===== config.mk =====
export PLATFORM = sky130hd
export DESIGN_NAME = proc_run_controller
export DESIGN_NICKNAME = d
export VERILOG_FILES = /design/src/rtl/proc_run_controller.sv
export SDC_FILE = /design/constraint.sdc
export NUM_CORES = 1
export LEC_CHECK = 0
export ABC_AREA = 1
export CELL_PAD_IN_SITES_DETAIL_PLACEMENT = 1
export CELL_PAD_IN_SITES_GLOBAL_PLACEMENT = 1
export CORE_MARGIN = 3
export CORE_UTILIZATION = 43
export CTS_BUF_LIST = sky130_fd_sc_hd__clkbuf_4
export CTS_CLUSTER_DIAMETER = 200
export DETAILED_ROUTE_END_ITERATION = 7
export PLACE_DENSITY_LB_ADDON = 0.1
export SLEW_MARGIN = 30
export SYNTH_ARGS = -nofsm -noshare
export SYNTH_HDL_FRONTEND = slang
export SYNTH_SLANG_ARGS = --single-unit

===== constraint.sdc =====
create_clock -name Clk -period 7.3 [get_ports Clk]
set_input_delay 1.46 -clock Clk [delete_from_list [all_inputs] [get_ports Clk]]
set_output_delay 1.46 -clock Clk [all_outputs]
set_load 0.03 [all_outputs]

===== src/rtl/proc_run_controller.sv =====
// proc_run_controller: core reset/run sequencer with cycle and retire counters.
// Optional single-step gating of core_en under `RUN_CTRL_SINGLE_STEP_EN.
module proc_run_controller #(
    parameter int CNT_W      = 32,
    parameter int RST_CYCLES = 2,
    parameter int MAX_CYCLES = 10,
    parameter int AUTO_START = 0
) (
    input  logic             Clk,
    input  logic             Reset,
    input  logic             start,
    input  logic             halt_in,
    input  logic             retire,
`ifdef RUN_CTRL_SINGLE_STEP_EN
    input  logic             step_mode,
    input  logic             step,
`endif
    output logic             core_rst,
    output logic             core_en,
    output logic             busy,
    output logic             done,
    output logic             timeout,
    output logic [CNT_W-1:0] cycle_count,
    output logic [CNT_W-1:0] retire_count
);
    typedef enum logic [1:0] {IDLE, RST_HOLD, RUN, DONE} state_t;
    localparam int HW = (RST_CYCLES > 1) ? $clog2(RST_CYCLES) : 1;
    localparam logic [CNT_W-1:0] ALL1 = '1;
    localparam state_t RST_STATE = (AUTO_START != 0) ? RST_HOLD : IDLE;
    state_t r_state, w_next;
    logic [HW-1:0] r_hold, w_hold_next;
    logic [CNT_W-1:0] w_cyc_inc, w_cyc_next, w_ret_next;
    logic w_timeout_next, w_step_ok, w_active;
`ifdef RUN_CTRL_SINGLE_STEP_EN
    assign w_step_ok = !step_mode || step;
`else
    assign w_step_ok = 1'b1;
`endif
    // core_en marks the cycles in which the core actually advances
    assign w_active  = (r_state == RUN) && core_en;
    assign w_cyc_inc = (cycle_count == ALL1) ? cycle_count : cycle_count + CNT_W'(1);
    always_comb begin
        w_next         = r_state;
        w_hold_next    = r_hold;
        w_cyc_next     = cycle_count;
        w_ret_next     = retire_count;
        w_timeout_next = timeout;
        case (r_state)
            IDLE, DONE: if (start) begin
                w_next         = RST_HOLD;
                w_hold_next    = HW'(RST_CYCLES - 1);
                w_cyc_next     = '0;
                w_ret_next     = '0;
                w_timeout_next = 1'b0;
            end
            RST_HOLD: begin
                if (r_hold == '0) w_next = RUN;
                else w_hold_next = r_hold - HW'(1);
            end
            RUN: if (w_active) begin
                w_cyc_next = w_cyc_inc;
                w_ret_next = (retire && retire_count != ALL1) ? retire_count + CNT_W'(1) : retire_count;
                // halt takes priority over budget exhaustion
                if (halt_in) w_next = DONE;
                else if (MAX_CYCLES != 0 && w_cyc_inc == CNT_W'(MAX_CYCLES)) begin
                    w_next         = DONE;
                    w_timeout_next = 1'b1;
                end
            end
            default: w_next = IDLE;
        endcase
    end
    always_ff @(posedge Clk or posedge Reset) begin
        if (Reset) begin
            r_state      <= RST_STATE;
            r_hold       <= HW'(RST_CYCLES - 1);
            core_rst     <= 1'b1;
            core_en      <= 1'b0;
            busy         <= (AUTO_START != 0);
            done         <= 1'b0;
            timeout      <= 1'b0;
            cycle_count  <= '0;
            retire_count <= '0;
        end else begin
            r_state      <= w_next;
            r_hold       <= w_hold_next;
            core_rst     <= (w_next == IDLE) || (w_next == RST_HOLD);
            core_en      <= (w_next == RUN) && w_step_ok;
            busy         <= (w_next == RST_HOLD) || (w_next == RUN);
            done         <= (w_next == DONE);
            timeout      <= w_timeout_next;
            cycle_count  <= w_cyc_next;
            retire_count <= w_ret_next;
        end
    end
endmodule


==> flow_summary.json <==
{
  "drt_pass1_iterations": 5,
  "fin_nets": 791,
  "syn2layout_area_growth_pct": 20.0,
  "tns_ns": 0,
  "fp.dieW_um": 112,
  "cts_root_buffer": "clkbuf_4",
  "cellPowerDensity_mw_per_mm2": 162,
  "fillCellCount": 1484,
  "cp-start-kind": "primary input",
  "r2r_cells": 12,
  "clk_path_buf_depth": 2,
  "cp.required_ns": 7.68,
  "fin_crit_ns": 4.39,
  "setup_viol": 0,
  "grt-ovfl-total": 0,
  "antenna_cells": 0,
  "synth-edff-count": 0,
  "maxCapViolCount": 0,
  "hold_viol_final": 0,
  "viasPerCell": 5.54,
  "track_usage_pct": 28.1,
  "final_cell_count_no_fill": 925,
  "cp_max_fo": 31,
  "syn-cell-area_sq_mm": 0.00482,
  "worst_slew_pin_slew_ns": 0.785,
  "drc": 0,
  "finClkSkew_ns": 0.0109,
  "coreArea_sq_mm": 0.0109,
  "syn_inst": 709,
  "post-place-ws_ns": 2.47,
  "worstSetupPathType": "in -> reg",
  "outcome": "finished clean",
  "cts_buffers": 9,
  "ys_seq_area_share_pct": 37.4,
  "slew_headroom_pct": 47.6,
  "min_period_over_period_pct": 60.2,
  "synth_async_sr_flop_share_pct": 100,
  "grt_pass1_wl_um": 28200,
  "grt_max_degree": 73,
  "yosysTopAreaCell": "dfrtp_1",
  "drv_slew": 0,
  "fmax_mhz": 228,
  "multi_input_area_sq_mm": 0.00263,
  "antenna_found_initial": 0,
  "gp_congestion": 0.935,
  "syn-num-nets": 720,
  "yosys-top-cells-area": "dfrtp_1, nand2_1, nor2_1",
  "min_path_type": "reg -> reg",
  "wl_per_cell_um": 18.3,
  "dieArea_sq_mm": 0.0125,
  "synth_top_area_share_pct": 36.3,
  "leakage_nw": 2.31,
  "ant_nets": 0,
  "cts_hold_buf": 0,
  "via_count": 5128,
  "regArea_sq_mm": 0.00180,
  "ctsResizeCount": 0,
  "cts.clk_slew.worst_paths_ns": 0.12,
  "cts_setup_buffers": 0,
  "h-tree-depth": 3,
  "cts_tree": "built",
  "start_util_pct": 44.3,
  "layout-drive-gt1-share_pct": 7.13,
  "synthFlopType": "dfrtp_1",
  "numPortBuffers": 73,
  "routed_wl_um": 17000,
  "setup.worst_path.end_class": "register",
  "avgSynthCellArea_sq_um": 6.80,
  "synth_cell_type_count": 36,
  "rows": 38,
  "ys_ff_latch": 72,
  "placedCellCount": 909,
  "hold_depth": 2,
  "die_h_um": 112,
  "final_common_cell": "nand2_1",
  "boundaryPins": 74,
  "post_dp_cell_area_sq_mm": 0.00567,
  "insertion_delay_ns": 0.45,
  "grt_pass1_vias": 5478,
  "final_area_sq_mm": 0.00579,
  "place_hpwl_um": 13100,
  "final_cell_mix": "nand2_1, nor2_1, inv_1, clkdlybuf4s50_1, dfrtp_1",
  "peakVddDrop_uv": 168,
  "whs_ns": 0.544,
  "setup_slack_ns": 2.91,
  "cts.sinks": 72,
  "cp.arrival_ns": 4.77,
  "drt_iter0_markers": 239,
  "rsz0062_at_grt": "false",
  "ys_warn_count": 0
}
[metal layers]
layer  up-vias  global-route usage, %  share of wire, %
li1       2437                      -                 -
met1      2496                   33.4                41
met2       147                   51.7                52
met3        48                   3.10               3.9
met4         0                   10.9               3.7
met5         -                      0                 0
[path summary, 6_finish.rpt]
path | start | endpoint | slack (ns)
worst max-delay path | start | retire_count[7]$_DFFE_PP0P_ | 2.91
worst min-delay path | timeout$_DFFE_PP0P_ | timeout$_DFFE_PP0P_ | 0.54
worst max register to register | r_state[0]$_DFF_PP0_ | retire_count[7]$_DFFE_PP0P_ | 3.34
worst min register to register | timeout$_DFFE_PP0P_ | timeout$_DFFE_PP0P_ | 0.54
max in group asynchronous | Reset | done$_DFF_PP0_ | 5.32
min in group asynchronous | Reset | cycle_count[13]$_DFFE_PP0P_ | 1.48
[critical path: stages]
cell and delay [ns]:
clkdlybuf4s50_1 0.48, nor2_1 0.09, nor2_2 0.61, inv_2 0.35, nand2_2 0.57, nand2_4 0.33
inv_2 0.37, nand2_1 0.12, nor2_1 0.15, o21ai_0 0.09, a21oi_1 0.14
[cell type report]
| cell class | count | share of cell area [%] |
|---|---|---|
| clock inverters | 6 | 0.627 |
| multi-input cells | 536 | 45.4 |
| well taps | 140 | 3.03 |
| flip-flops and latches | 72 | 31.2 |
| clock buffers | 10 | 1.30 |
| repair buffers | 74 | 12.8 |
| inverters | 87 | 5.64 |
[synth_stat cells, types with 7 or more instances]
master	number
nand4_1	24
dfrtp_1	70
nor2_1	98
inv_2	7
o31ai_1	12
o22ai_1	14
clkbuf_1	8
nor3_1	19
nor2_2	14
o21ai_0	39
o21ai_1	8
inv_1	80
nand3_1	35
xor2_1	19
a21oi_1	13
nand2_1	208
[registers in the layout, indices dropped and copies added, names as in the netlist]
signal,cells
cycle_count,32
timeout,1
r_state,2
core_rst,1
retire_count,32
done,1
busy,1
core_en,1
r_hold,1
[kinds of logic (layout without fill, tap and decap cells)]
logic type | Yosys count | in the layout | synth area share, %
buffers and inverters | 101 | 177 | 8.28
XOR/XNOR | 22 | 22 | 3.99
AND/OR/NAND/NOR | 417 | 417 | 38.0
flip-flops | 72 | 72 | 37.4
AO/OA/AOI/OAI | 91 | 91 | 10.8
adder cells (fa/ha/maj) | 6 | 6 | 1.56
[stage by stage]
| step | utilization (%) | power (mW) |
|---|---|---|
| detailed placement | 52.0 | 0.719 |
| finish | 53.2 | 0.940 |
| floorplan | - | 0.636 |
| global placement | 52.0 | 0.699 |
| CTS | 53.1 | 0.947 |
| global route | 53.2 | 1.00 |
[power breakdown]
part / internal (mW) / switching (mW)
clock: 0.0721 / 0.160
sequential: 0.423 / 0.0141
combinational: 0.0649 / 0.206
total: 0.560 / 0.380
Power figures use the tool's default switching activity.
